--- src/rtl/bcd_pkg.sv ---
// bcd_pkg: shared types and constants for the sequential binary-to-BCD converter
package bcd_pkg;
  typedef enum logic [1:0] {IDLE, SHIFT, DONE} state_t;
  localparam int NUM_DIGITS = 5;
  localparam int DIGIT_W = 4;
  localparam logic [DIGIT_W-1:0] ADD3_MIN = 4'd5;
endpackage

--- src/rtl/bcd_digit_adj.sv ---
// bcd_digit_adj: double-dabble digit correction, adds 3 to digits of 5 or more
module bcd_digit_adj
  import bcd_pkg::*;
(
  input  logic [DIGIT_W-1:0] d,
  output logic [DIGIT_W-1:0] q
);
  always_comb q = d >= ADD3_MIN ? d + DIGIT_W'(3) : d;
endmodule

--- src/rtl/binary_to_bcd_seq.sv ---
// binary_to_bcd_seq: one-bit-per-cycle double-dabble converter with registered 4-digit display outputs
module binary_to_bcd_seq
  import bcd_pkg::*;
#(
  parameter int IN_W = 16
) (
  input  logic            Clk,
  input  logic            Reset_n,
  input  logic            start,
  input  logic [IN_W-1:0] bin_in,
  output logic            busy,
  output logic            done,
  output logic [3:0]      SEG3,
  output logic [3:0]      SEG2,
  output logic [3:0]      SEG1,
  output logic [3:0]      SEG0,
  output logic            ovf
);
  state_t state, state_nx;
  logic [IN_W-1:0] sr;
  logic [NUM_DIGITS*DIGIT_W-1:0] acc, acc_adj;
  logic [4:0] cnt;
  for (genvar i = 0; i < NUM_DIGITS; i++) begin : g_adj
    bcd_digit_adj u_adj (.d(acc[i*DIGIT_W +: DIGIT_W]), .q(acc_adj[i*DIGIT_W +: DIGIT_W]));
  end
  always_comb begin
    state_nx = state == IDLE  ? (start ? SHIFT : IDLE) :
               state == SHIFT ? (cnt == 5'd1 ? DONE : SHIFT) : IDLE;
    busy = state != IDLE;
  end
  always_ff @(posedge Clk or negedge Reset_n)
    if (!Reset_n) state <= IDLE;
    else state <= state_nx;
  // Display outputs only update on leaving DONE, so intermediate sums never reach them
  always_ff @(posedge Clk or negedge Reset_n)
    if (!Reset_n) begin
      sr <= '0;
      acc <= '0;
      cnt <= '0;
      done <= 1'b0;
      {SEG3, SEG2, SEG1, SEG0} <= '0;
      ovf <= 1'b0;
    end else begin
      done <= state == DONE;
      case (state)
        IDLE: if (start) begin
          sr <= bin_in;
          acc <= '0;
          cnt <= 5'(IN_W);
        end
        SHIFT: begin
          {acc, sr} <= {acc_adj, sr} << 1;
          cnt <= cnt - 5'd1;
        end
        DONE: begin
          {SEG3, SEG2, SEG1, SEG0} <= acc[15:0];
          ovf <= |acc[19:16];
        end
        default: ;
      endcase
    end
endmodule

--- config.mk ---
export PLATFORM = sky130hd
export DESIGN_NAME = binary_to_bcd_seq
export DESIGN_NICKNAME = d
export VERILOG_FILES = /design/src/rtl/bcd_pkg.sv /design/src/rtl/bcd_digit_adj.sv /design/src/rtl/binary_to_bcd_seq.sv
export SDC_FILE = /design/constraint.sdc
export NUM_CORES = 1
export LEC_CHECK = 0
export ABC_AREA = 1
export BUFFER_PORTS_ARGS = -buffer_cell sky130_fd_sc_hd__buf_2
export CAP_MARGIN = 20
export CORE_UTILIZATION = 52
export CTS_CLUSTER_DIAMETER = 30
export DETAILED_ROUTE_END_ITERATION = 8
export PLACE_DENSITY = 0.76
export SLEW_MARGIN = 10
export SYNTH_ARGS = -nofsm -noshare
export SYNTH_HDL_FRONTEND = slang
export SYNTH_SLANG_ARGS = --single-unit
--- constraint.sdc ---
create_clock -name Clk -period 1.1 [get_ports Clk]
set_input_delay 0.33 -clock Clk [delete_from_list [all_inputs] [get_ports Clk]]
set_output_delay 0.33 -clock Clk [all_outputs]
set_load 0.005 [all_outputs]
; ---- Yosys cells after proc, flatten, opt, wreduce, memory -nomap -nowiden
; Index checks and enable logic that the tools add are counted.
[classes]
n_addsub = 6
mul = 0
n_div = 0
magnitude_cmp = 5
n_eq_ne = 4
n_shift = 0
n_mux = 15
bitwise_logic = 0
reduce_logical = 5
[ops]
columns = cell, count
row1 = one-hot mux 20 bit (2 select lines), 1
row2 = one-hot mux 16 bit (2 select lines), 1
row3 = "greater-or-equal comparator 4 x 3 -> 1 bit, second input constant", 5
row4 = 2-to-1 mux 20 bit, 1
row5 = "adder 4 x 2 -> 4 bit, second input constant", 4
row6 = 2-to-1 mux 16 bit, 1
row7 = 2-to-1 mux 4 bit, 4
row8 = one-hot mux 5 bit (2 select lines), 1
row9 = 2-to-1 mux 2 bit, 3
row10 = "== test 5 x 1 -> 1 bit, second input constant", 1
row11 = 2-to-1 mux 5 bit, 1
row12 = "subtractor 5 x 1 -> 5 bit, second input constant", 1
row13 = nonzero test 2 bit, 2
row14 = OR reduction 4 bit, 1
row15 = "adder 3 x 2 -> 3 bit, second input constant", 1
row16 = 2-to-1 mux 3 bit, 1
row17 = "== test 2 x 1 -> 1 bit, second input constant", 1
row18 = "== test 2 bit, second input constant", 1
row19 = logical NOT 2 bit, 1
row20 = "!= test 2 bit, second input constant", 1
row21 = AND reduction 2 bit, 1
row22 = 2-to-1 mux 1 bit, 1
[word_totals]
reg_bits = 61
latch_bits = 0
ram_bits = 0
rom_bits = 0
input_bits = 19
n_memories = 0

; ---- Logic depth before layout (Yosys ltp)
; Gate-level depths: netlist of the first run.
[logic_depth]
ltp_word = 4
depth_mapped = 8

; ---- Modules after synthesis
; From an unflattened synthesis of the first run, not the netlist that was laid out.
[unflattened]
hier_cells = 416
area_unflattened_um2 = 3226.8
[by_module_without_submodules]
columns = module, n_inst, cells_each, area_per_inst_um2, seq_area_each_um2
row1 = binary_to_bcd_seq, 1, 301, 2551.2, 1526.5
row2 = bcd_digit_adj, 5, 23, 135.1, 0.0

; ---- Least setup slack after synthesis of the first run
; OpenSTA, ideal clock, no wires.
[synth_timing]
path_type = register to register
from = reg state[1]
to = reg sr[15]
setup_ns = 0.126
arrival_ns = 1.019
required_time_ns = 0.974
setup_slack_ns = -0.045
path_stages_with_launch = 8
n_path_buf = 1
synth_period_minus_slack_ns = 1.145
path_cell_list = dfrtp_1 inv_2 nand2_2 buf_4 nand2_1 o21ai_0 nand2_1 o21ai_0
[synth_between]
elab_chain_cells = 3
elab_cells_between_ends = 6
cone_classes = eq/ne (2) / mux (1) / reduce/logical (3)
[synth_rtl]
columns = item, line_no
row1 = start: declaration, binary_to_bcd_seq.sv:19  ; state_t state, state_nx;
row2 = start signal: assignment, binary_to_bcd_seq.sv:33  ; else state <= state_nx;
row3 = == test 2 x 1 -> 1 bit or logical NOT 2 bit (tied branches), binary_to_bcd_seq.sv:45  ; case (state)
row4 = nonzero test 2 bit (no source line) or != test 2 bit (tied branches), --
row5 = AND reduction 2 bit (no source line), --
row6 = end signal: assignment, binary_to_bcd_seq.sv:47  ; sr <= bin_in;
row7 = end signal: assignment, binary_to_bcd_seq.sv:52  ; {acc, sr} <= {acc_adj, sr} << 1;
row8 = end: declaration, binary_to_bcd_seq.sv:20  ; logic [IN_W-1:0] sr;
; Several ways; a longest one is shown, not always the timed one.
; A chain may end at the register's enable or synchronous reset.

; ---- Worst setup path after layout of the first run
; Ends and elaborated chain as after synthesis.

==> flow_metrics.env, run 1 <==
export IMPL_critPathCaptureType="flop"
export IMPL_grt_overflow_total=0
export IMPL_routed_wl_microns=10360
export IMPL_synthesis_instances=375
export IMPL_start_util=0.5443
export IMPL_dp_final_hpwl_microns=4228
export IMPL_synth_most_common_cell="nand2_1"
export IMPL_ys_flop_type="dfrtp_1"
export IMPL_yosysTopAreaCell="dfrtp_1"
export IMPL_crit_chain="inv_4 > buf_4 > nand3_4 > nand2_8 > buf_12 > buf_16 > nand2_1 > o21ai_0"
export IMPL_synthAdderAreaFrac=0.05361
export IMPL_routedWlPerCell_microns=18.60
export IMPL_grt_pass1_wl_microns=14510
export IMPL_cts_tree="done"
export IMPL_synth_edf_count=0
export IMPL_power_density_mw_per_mm2=3511
export IMPL_post_route_min_period_ns=1.396
export IMPL_peakVddDrop_mv=1.985
export IMPL_yosysUniqueCellTypes=25
export IMPL_path_class="flop to flop"
export IMPL_crit_path_max_incr_delay_ns=0.41
export IMPL_drc_errors=0
export IMPL_ant_nets=0
export IMPL_io_buffers=37
export IMPL_synthMuxAreaShare=0
export IMPL_hold_buffers=0
export IMPL_status="complete, but fails checks"
export IMPL_gr_usage_all_layers=0.3202
export IMPL_r2r_end="sr[15]$_DFFE_PN0P_"
export IMPL_core_rowCount=27
export IMPL_violations="hold timing, setup timing"
export IMPL_clock_latency_ns=0.36
export IMPL_cts_sinks=61
export IMPL_cts_root_buffer="clkbuf_8"
export IMPL_area_delta_synth_final_pct=52.00
export IMPL_max_cap_viol_count=0
export IMPL_synth_commonest_cells="122 x nand2_1, 61 x dfrtp_1, 59 x o21ai_0"
export IMPL_fin_area_sq_mm=0.004612
export IMPL_netlist_area_sq_mm=0.003034
export IMPL_grt_pass1_vias=3068
export IMPL_cts_buffers=9
export IMPL_drtIter0Drc=356
export IMPL_post_drt_via_cell_ratio=5.826
export IMPL_layout_setup_ws_ns=-0.2958
export IMPL_max_freq_mhz=716.4
export IMPL_synth_seq_cells=61
export IMPL_r2r_start="state[1]$_DFF_PN0_"
export IMPL_period_share=1.269
export IMPL_firstDrtPassIters=5
export IMPL_placed_area_sq_mm=0.003543
export IMPL_async_flop_share=1.000
export IMPL_hold_viol=54
export IMPL_hold_class="input port to asynchronous set/reset pin"
export IMPL_nets=512
export IMPL_slowest_stage="dfrtp_1"
export IMPL_cts_reportedPaths_clkPinSlew_ns=0.07
export IMPL_r2r_slack_ns=-0.30
export IMPL_fin_util=0.8274
export IMPL_yosysTopAreaCellShare=0.5031
export IMPL_finClkSkew_ns=0.007654
export IMPL_holdWs_ns=-0.02676
export IMPL_clk_path_buf_depth=2
export IMPL_yosysSeqAreaShare=0.5031
export IMPL_coreArea_sq_mm=0.005574
export IMPL_yosysWarnings=0
export IMPL_vias=3245
export IMPL_worst_pin_slew_ns=0.3309
export IMPL_antenna_cells=0
export IMPL_synth_area_leaders="dfrtp_1 50%, nand2_1 15%, o21ai_0 9.7%, inv_1 5.6%, ha_1 5.4%"
export IMPL_synth_compound_area_frac=0.1134
export IMPL_reg2regPathDepth=8
export IMPL_cp_required_ns=1.33
export IMPL_relSlewSlack=0.7791
export IMPL_die_w_microns=78.39
export IMPL_die_h_microns=78.39
export IMPL_crit_path_start_kind="flop"
export IMPL_synth_xor_xnor_area_share=0
export IMPL_yosys_area_share_simple=0.2458
export IMPL_setup_viol=78
export IMPL_grt_max_degree=62
export IMPL_leakagePower_nw=2.345
export IMPL_cp_arrival_ns=1.63
export IMPL_path_max_fanout=8
export IMPL_drv_slew=0
export IMPL_avgSynthCellArea_sq_um=8.091
export IMPL_place_ws_ns=-0.1326
export IMPL_die_area_sq_mm=0.006144
export IMPL_synthesis_nets=407
export IMPL_grt_setup_unrepaired="yes"
export IMPL_drive_above_1_share=0.4268
export IMPL_synth_top_family_by_area="simple AND/OR/NAND/NOR gates"
export IMPL_routabilityCongestion=0.7733
export IMPL_grt_antenna_before_repair=0
export IMPL_cts_htree_levels=3
export IMPL_io_pins=38
==> layout make-up <==
class                   instances  area [sq um]
flip-flops and latches         61          1529
clock inverters                 4         95.09
well taps                      72         90.09
multi-input cells             254          1612
clock buffers                  12         145.1
inverters                      48         197.7
repair buffers                106         943.4
fillers                       270         962.2
==> registers in the layout, indices dropped and copies added, names as in the netlist <==
| signal | flops |
|---|---|
| SEG0 | 4 |
| SEG1 | 4 |
| SEG2 | 4 |
| SEG3 | 4 |
| acc | 20 |
| cnt | 5 |
| done | 1 |
| ovf | 1 |
| sr | 16 |
| state | 2 |
==> per-stage QoR <==
step | hold slack [ns] | total power (W) | TNS, ns | std cells
6_report | -0.02676 | 0.01619 | -11.91 | 557
3_5_place_dp | 0.3643 | 0.009599 | -3.261 | 502
3_3_place_gp | 0.3670 | 0.009264 | -1.284 | 502
2_1_floorplan | 0.03441 | 0.007652 | -0.4721 | 375
4_1_cts | 0.003097 | 0.01427 | -8.970 | 550
5_1_grt | 0.02108 | 0.01702 | -14.03 | 557
==> per-layer routing <==
| metal | vias to the layer above | part of all wire | track usage |
|---|---|---|---|
| met5 | - | 0 | 0 |
| met4 | 0 | 0.060 | 0.2444 |
| met3 | 59 | 0.073 | 0.05465 |
| met2 | 204 | 0.50 | 0.5281 |
| met1 | 1562 | 0.37 | 0.3712 |
| li1 | 1420 | - | - |
==> report_power, final <==
group	internal (W)	switching [W]	total, W
clock	0.00157	0.000935	0.00250
combinational	0.00432	0.00534	0.00965
sequential	0.00328	0.000761	0.00404
total	0.00916	0.00703	0.0162
==> kinds of logic (layout without fill, tap and decap cells) <==
| family | Yosys count | in the layout |
|---|---|---|
| buffers and inverters | 61 | 170 |
| AND/OR/NAND/NOR | 173 | 174 |
| adder cells (fa/ha/maj) | 13 | 13 |
| flip-flops | 61 | 61 |
| AO/OA/AOI/OAI | 67 | 67 |
==> critical path, delay by kind of cell, from the launching register on <==
kind	cells	cell delay, ns
AND/OR/NAND/NOR	3	0.28
buffers and inverters	4	0.50
flip-flops	1	0.41
AO/OA/AOI/OAI	1	0.09
==> how the worst max path moves through the flow <==
stage	startpoint	end	slack [ns]	cells past startpoint
finish	state[1]$_DFF_PN0_	sr[15]$_DFFE_PN0P_	-0.30	8
global route	state[1]$_DFF_PN0_	sr[15]$_DFFE_PN0P_	-0.30	8
CTS	state[1]$_DFF_PN0_	busy	-0.22	3
detailed placement	state[1]$_DFF_PN0_	sr[9]$_DFFE_PN0P_	-0.13	7
global placement	acc[16]$_DFFE_PN0P_	acc[18]$_DFFE_PN0P_	-0.07	8
floorplan	state[0]$_DFF_PN0_	acc[2]$_DFFE_PN0P_	-0.02	7
==> what timing repair did <==
action                     4_1_cts  5_1_grt
hold endpoints to repair         0        0
pin swaps                       11       33
setup endpoints to repair       76       79
buffers inserted                23        8
gates cloned                     9        3
gates resized for setup         61       86
==> cell usage in the layout (no fill, tap or decap), types with 14 or more instances in the layout <==
cell type / synthesis / layout
nand2_1: 122 / 101
dfrtp_1: 61 / 59
buf_4: 2 / 43
o21ai_1: 1 / 36
buf_2: 7 / 36
inv_1: 45 / 29
nand2_2: 1 / 16
buf_6: 1 / 16
inv_2: 3 / 14
nand3_2: 1 / 14
o21ai_0: 59 / 14
Note: power is estimated with default switching activity, not from simulation.
==> run 2: changes to the inputs <==
- BUFFER_PORTS_ARGS: -buffer_cell sky130_fd_sc_hd__buf_2 -> -buffer_cell sky130_fd_sc_hd__buf_4
- CORE_UTILIZATION: 52 -> 57
- PLACE_DENSITY: 0.76 -> 0.79
- clock period: 1.1 -> 1.36 ns (I/O delays scaled with it)
==> flow_metrics.env, run 2 (same netlist as run 1, synthesis figures left out) <==
export IMPL_cts_reportedPaths_clkPinSlew_ns=0.06
export IMPL_clk_path_buf_depth=2
export IMPL_grt_pass1_wl_microns=9680
export IMPL_area_delta_synth_final_pct=23.05
export IMPL_path_max_fanout=2
export IMPL_cts_buffers=9
export IMPL_crit_chain="inv_2 > nand2_2 > buf_6"
export IMPL_start_util=0.5941
export IMPL_routabilityCongestion=0.8019
export IMPL_cp_required_ns=0.95
export IMPL_cp_arrival_ns=0.95
export IMPL_hold_class="input port to asynchronous set/reset pin"
export IMPL_clock_latency_ns=0.34
export IMPL_path_buf_inv=2
export IMPL_gr_usage_all_layers=0.2317
export IMPL_post_route_min_period_ns=1.359
export IMPL_peakVddDrop_mv=1.233
export IMPL_worst_pin_slew_ns=0.2806
export IMPL_status="finished, final reports clean"
export IMPL_dp_final_hpwl_microns=3843
export IMPL_die_h_microns=74.96
export IMPL_cts_htree_levels=3
export IMPL_placed_cells=477
export IMPL_grt_setup_unrepaired="yes"
export IMPL_cts_tree="done"
export IMPL_die_w_microns=74.96
export IMPL_grt_max_degree=39
export IMPL_slowest_stage="dfrtp_1"
export IMPL_layout_commonest_cell="nand2_1"
export IMPL_routedWlPerCell_microns=11.68
export IMPL_grt_antenna_before_repair=0
export IMPL_relSlewSlack=0.8127
export IMPL_vias=2597
export IMPL_largest_reg_flops=20
export IMPL_antenna_cells=0
export IMPL_final_cell_mix="120 x nand2_1, 61 x dfrtp_1, 58 x o21ai_0"
export IMPL_firstDrtPassIters=5
export IMPL_nets=459
export IMPL_critPathCaptureType="primary output"
export IMPL_finClkSkew_ns=0.009114
export IMPL_cts_sinks=61
export IMPL_layout_setup_ws_ns=0.0005719
export IMPL_setup_viol=0
export IMPL_ant_nets=0
export IMPL_reg_top3="acc: 20 flops, sr: 16 flops, cnt: 5 flops"
export IMPL_grt_overflow_total=0
export IMPL_post_drt_via_cell_ratio=5.194
export IMPL_leakagePower_nw=1.943
export IMPL_max_cap_viol_count=0
export IMPL_power_density_mw_per_mm2=2411
export IMPL_place_ws_ns=0.06094
export IMPL_drv_slew=0
export IMPL_cpLargestDelayFamily="flip-flops"
export IMPL_path_class="flop to primary output"
export IMPL_period_share=0.9996
export IMPL_final_cells=500
export IMPL_crit_path_start_kind="flop"
export IMPL_hold_buffers=0
export IMPL_io_buffers=37
export IMPL_coreArea_sq_mm=0.005107
export IMPL_core_rowCount=26
export IMPL_io_pins=38
export IMPL_crit_path_max_incr_delay_ns=0.40
export IMPL_drtIter0Drc=198
export IMPL_grt_pass1_vias=2252
export IMPL_routed_wl_microns=5842
export IMPL_largest_register="acc"
export IMPL_hold_viol=0
export IMPL_die_area_sq_mm=0.005619
export IMPL_cts_root_buffer="clkbuf_8"
export IMPL_drc_errors=0
export IMPL_drive_above_1_share=0.1977
export IMPL_max_freq_mhz=735.6
==> run 2: changes by cell type in the layout (fill, tap and decap cells not counted), moves of 10 or more <==
cell | previous run | this run
o21ai_0 | 14 | 58
buf_2 | 36 | 0
o21ai_1 | 36 | 2
nand2_1 | 101 | 120
buf_6 | 16 | 1
nand3_1 | 12 | 27
nand2_2 | 16 | 2
inv_1 | 29 | 41
nand3_2 | 14 | 3
o21ai_2 | 11 | 1
==> run 2: what timing repair did <==
item / 4_1_cts / 5_1_grt
buffers inserted: 4 / 4
endpoints found under the setup margin: 1 / 16
gates resized for setup: 0 / 11
gates cloned: 0 / 1
pin swaps: 0 / 1
==> run 2: path summary, 6_finish.rpt <==
check                               startpoint                   to  slack, ns  cells past startpoint
max                         state[1]$_DFF_PN0_                 busy     0.0006                      3
min                                    Reset_n   acc[2]$_DFFE_PN0P_       0.02                      2
max reg2reg                acc[12]$_DFFE_PN0P_  acc[16]$_DFFE_PN0P_       0.09                      6
min reg2reg                acc[17]$_DFFE_PN0P_  acc[17]$_DFFE_PN0P_       0.48                      2
max in group asynchronous              Reset_n   state[1]$_DFF_PN0_       1.11                      2
min in group Clk                     bin_in[0]    sr[0]$_DFFE_PN0P_       0.32                      3
==> run 2: report_power, final <==
part           switching [W]  internal (W)
Clock               0.000658      0.000734
Sequential          0.000486       0.00265
Combinational        0.00258       0.00189
Total                0.00373       0.00527
==> run 2: routing by layer <==
layer / part of all wire / GRT usage
met1: 0.45 / 0.3042
met2: 0.49 / 0.3794
met3: 0.051 / 0.03614
met4: 0.013 / 0.1069
met5: 0 / 0
==> run 2: stage by stage <==
step	hold slack, ns	utilization	total power [W]	instance area (sq um)	setup TNS (ns)
floorplan	0.1124	-	0.006030	3034	0
global placement	0.3726	0.6774	0.007102	3460	0
detailed placement	0.3737	0.6774	0.007331	3460	0
CTS	0.01602	0.7156	0.008811	3655	0
global route	0.01887	0.7310	0.009919	3734	-0.04857
finish	0.01706	0.7310	0.009002	3734	0
==> run 2: worst register-to-register path: stages, from the launching register on <==
cell and delay, ns:
dfrtp_1 0.42, buf_4 0.15, ha_1 0.18, nand2_1 0.12, nand3_2 0.11, nand2_1 0.08
o21ai_0 0.09
==> run 2: area by class of cell <==
cell class	count	area (sq um)
Multi-Input combinational cell	253	1272
Fill cell	404	1374
Clock inverter	2	10.01
Inverter	48	180.2
Clock buffer	12	155.1
Sequential cell	61	1526
Timing Repair Buffer	54	501.7
Tap cell	70	87.58
==> run 3: changes to the inputs <==
--- a/config.mk
+++ b/config.mk
@@ -10,2 +10,3 @@
 export CAP_MARGIN = 20
+export CORE_ASPECT_RATIO = 0.8
 export CORE_UTILIZATION = 57
==> constraint.sdc (replaced) <==
create_clock -name Clk -period 1.36 [get_ports Clk]
set_input_delay 0.272 -clock Clk [delete_from_list [all_inputs] [get_ports Clk]]
set_output_delay 0.272 -clock Clk [all_outputs]
set_load 0.005 [all_outputs]
==> flow_metrics.env, run 3 (same netlist as run 1, synthesis figures left out) <==
export IMPL_place_ws_ns=0.06006
export IMPL_grt_overflow_total=0
export IMPL_cp_depth=3
export IMPL_largest_reg_flops=20
export IMPL_routed_wl_microns=6004
export IMPL_reg2regPathDepth=8
export IMPL_gr_usage_all_layers=0.2313
export IMPL_reg_top3="acc: 20 flops, sr: 16 flops, cnt: 5 flops"
export IMPL_drtIter0Drc=154
export IMPL_hold_viol=0
export IMPL_antenna_cells=0
export IMPL_drc_errors=0
export IMPL_crit_path_max_incr_delay_ns=0.41
export IMPL_hold_depth=3
export IMPL_routedWlPerCell_microns=12.23
export IMPL_path_buf_inv=2
export IMPL_vias=2540
export IMPL_grt_antenna_before_repair=0
export IMPL_drive_above_1_share=0.1935
export IMPL_routabilityCongestion=0.8272
export IMPL_cp_arrival_ns=1.03
export IMPL_layout_commonest_cell="nand2_1"
export IMPL_crit_chain="inv_2 > nand2_1 > buf_4"
export IMPL_met1_length_microns=2841
export IMPL_clk_path_buf_depth=2
export IMPL_final_cell_mix="120 x nand2_1, 61 x dfrtp_1, 57 x o21ai_0"
export IMPL_power_density_mw_per_mm2=2403
export IMPL_core_rowCount=23
export IMPL_grt_setup_unrepaired="yes"
export IMPL_max_freq_mhz=767.1
export IMPL_firstDrtPassIters=4
export IMPL_cpLargestDelayFamily="flip-flops"
export IMPL_r2r_start="acc[1]$_DFFE_PN0P_"
export IMPL_fin_util=0.7218
export IMPL_dp_final_hpwl_microns=4235
export IMPL_io_buffers=37
export IMPL_finClkSkew_ns=0.007905
export IMPL_placed_cells=470
export IMPL_area_delta_synth_final_pct=20.49
export IMPL_coreArea_sq_mm=0.005065
export IMPL_period_share=0.9586
export IMPL_crit_start="state[1]$_DFF_PN0_"
export IMPL_hold_class="input port to flop"
export IMPL_cts_tree="done"
export IMPL_largest_register="acc"
export IMPL_status="finished, final reports clean"
export IMPL_relSlewSlack=0.8259
export IMPL_setup_viol=0
export IMPL_start_util=0.5991
export IMPL_ant_nets=0
export IMPL_post_drt_via_cell_ratio=5.173
export IMPL_die_w_microns=83.57
export IMPL_route_met2_wl_microns=2878
export IMPL_crit_path_start_kind="flop"
export IMPL_cts_sinks=61
export IMPL_fillCellCount=417
export IMPL_cts_reportedPaths_clkPinSlew_ns=0.06
export IMPL_die_area_sq_mm=0.005621
export IMPL_hp_start="bin_in[0]"
export IMPL_slowest_stage="dfrtp_1"
export IMPL_grt_pass1_wl_microns=10110
export IMPL_grt_pass1_vias=2294
export IMPL_nets=457
export IMPL_die_h_microns=67.26
export IMPL_grt_max_degree=39
export IMPL_leakagePower_nw=1.909
export IMPL_holdWs_ns=0.1887
export IMPL_critPathCaptureType="primary output"
export IMPL_cts_root_buffer="clkbuf_8"
export IMPL_post_route_min_period_ns=1.304
export IMPL_max_cap_viol_count=0
export IMPL_clock_latency_ns=0.33
export IMPL_io_pins=38
export IMPL_path_max_fanout=4
export IMPL_cp_required_ns=1.09
export IMPL_path_class="flop to primary output"
export IMPL_final_cells=491
export IMPL_wl_met3_microns=210
export IMPL_peakVddDrop_mv=1.255
export IMPL_drv_slew=0
export IMPL_layout_setup_ws_ns=0.05632
export IMPL_top_layer_used="met4"
export IMPL_worst_pin_slew_ns=0.2591
export IMPL_cts_htree_levels=3
export IMPL_cts_buffers=9
## run 3: worst paths after layout
kind	to	slack [ns]
setup / recovery	busy	0.06
hold / removal	sr[0]$_DFFE_PN0P_	0.19
setup reg to reg	acc[2]$_DFFE_PN0P_	0.09
hold reg to reg	SEG3[3]$_DFFE_PN0P_	0.48
max in group asynchronous	sr[15]$_DFFE_PN0P_	0.58
min in group asynchronous	SEG2[3]$_DFFE_PN0P_	0.32
## run 3: area by class of cell
| class | instances | area (sq um) | area share |
|---|---|---|---|
| repair buffers | 52 | 437.9 | 0.1198 |
| flip-flops and latches | 61 | 1526 | 0.4175 |
| inverters | 48 | 180.2 | 0.04928 |
| clock inverters | 2 | 10.01 | 0.002738 |
| well taps | 62 | 77.57 | 0.02122 |
| clock buffers | 13 | 148.9 | 0.04073 |
| multi-input cells | 253 | 1275 | 0.3487 |
## run 3: per-stage QoR
step	instance area, sq um	setup TNS [ns]	power [W]
global placement	3420	0	0.007082
floorplan	3034	0	0.006030
finish	3656	0	0.008787
global route	3656	-0.02499	0.009714
detailed placement	3420	0	0.007281
CTS	3611	0	0.008679
## run 3: layer usage
metal | up-vias | track usage
li1 | 1299 | -
met1 | 1193 | 0.2962
met2 | 39 | 0.3831
met3 | 9 | 0.06601
met4 | 0 | 0.08263
met5 | - | 0
## run 3: worst min-delay path, cell delays in order
cell	delay (ns)
buf_4	0.08
nand3_1	0.06
o21ai_0	0.07
## run 3: what timing repair did
action,in CTS,in global routing
endpoints found under the setup margin,1,20
gates resized for setup,0,14
endpoints found under the hold margin,11,0
buffers inserted,3,2
hold buffers,1,0
## run 3: report_power, final
group          total, W  switching (W)  internal (W)
registers       0.00316       0.000512       0.00265
logic           0.00430        0.00256       0.00174
clock network   0.00133       0.000630      0.000696
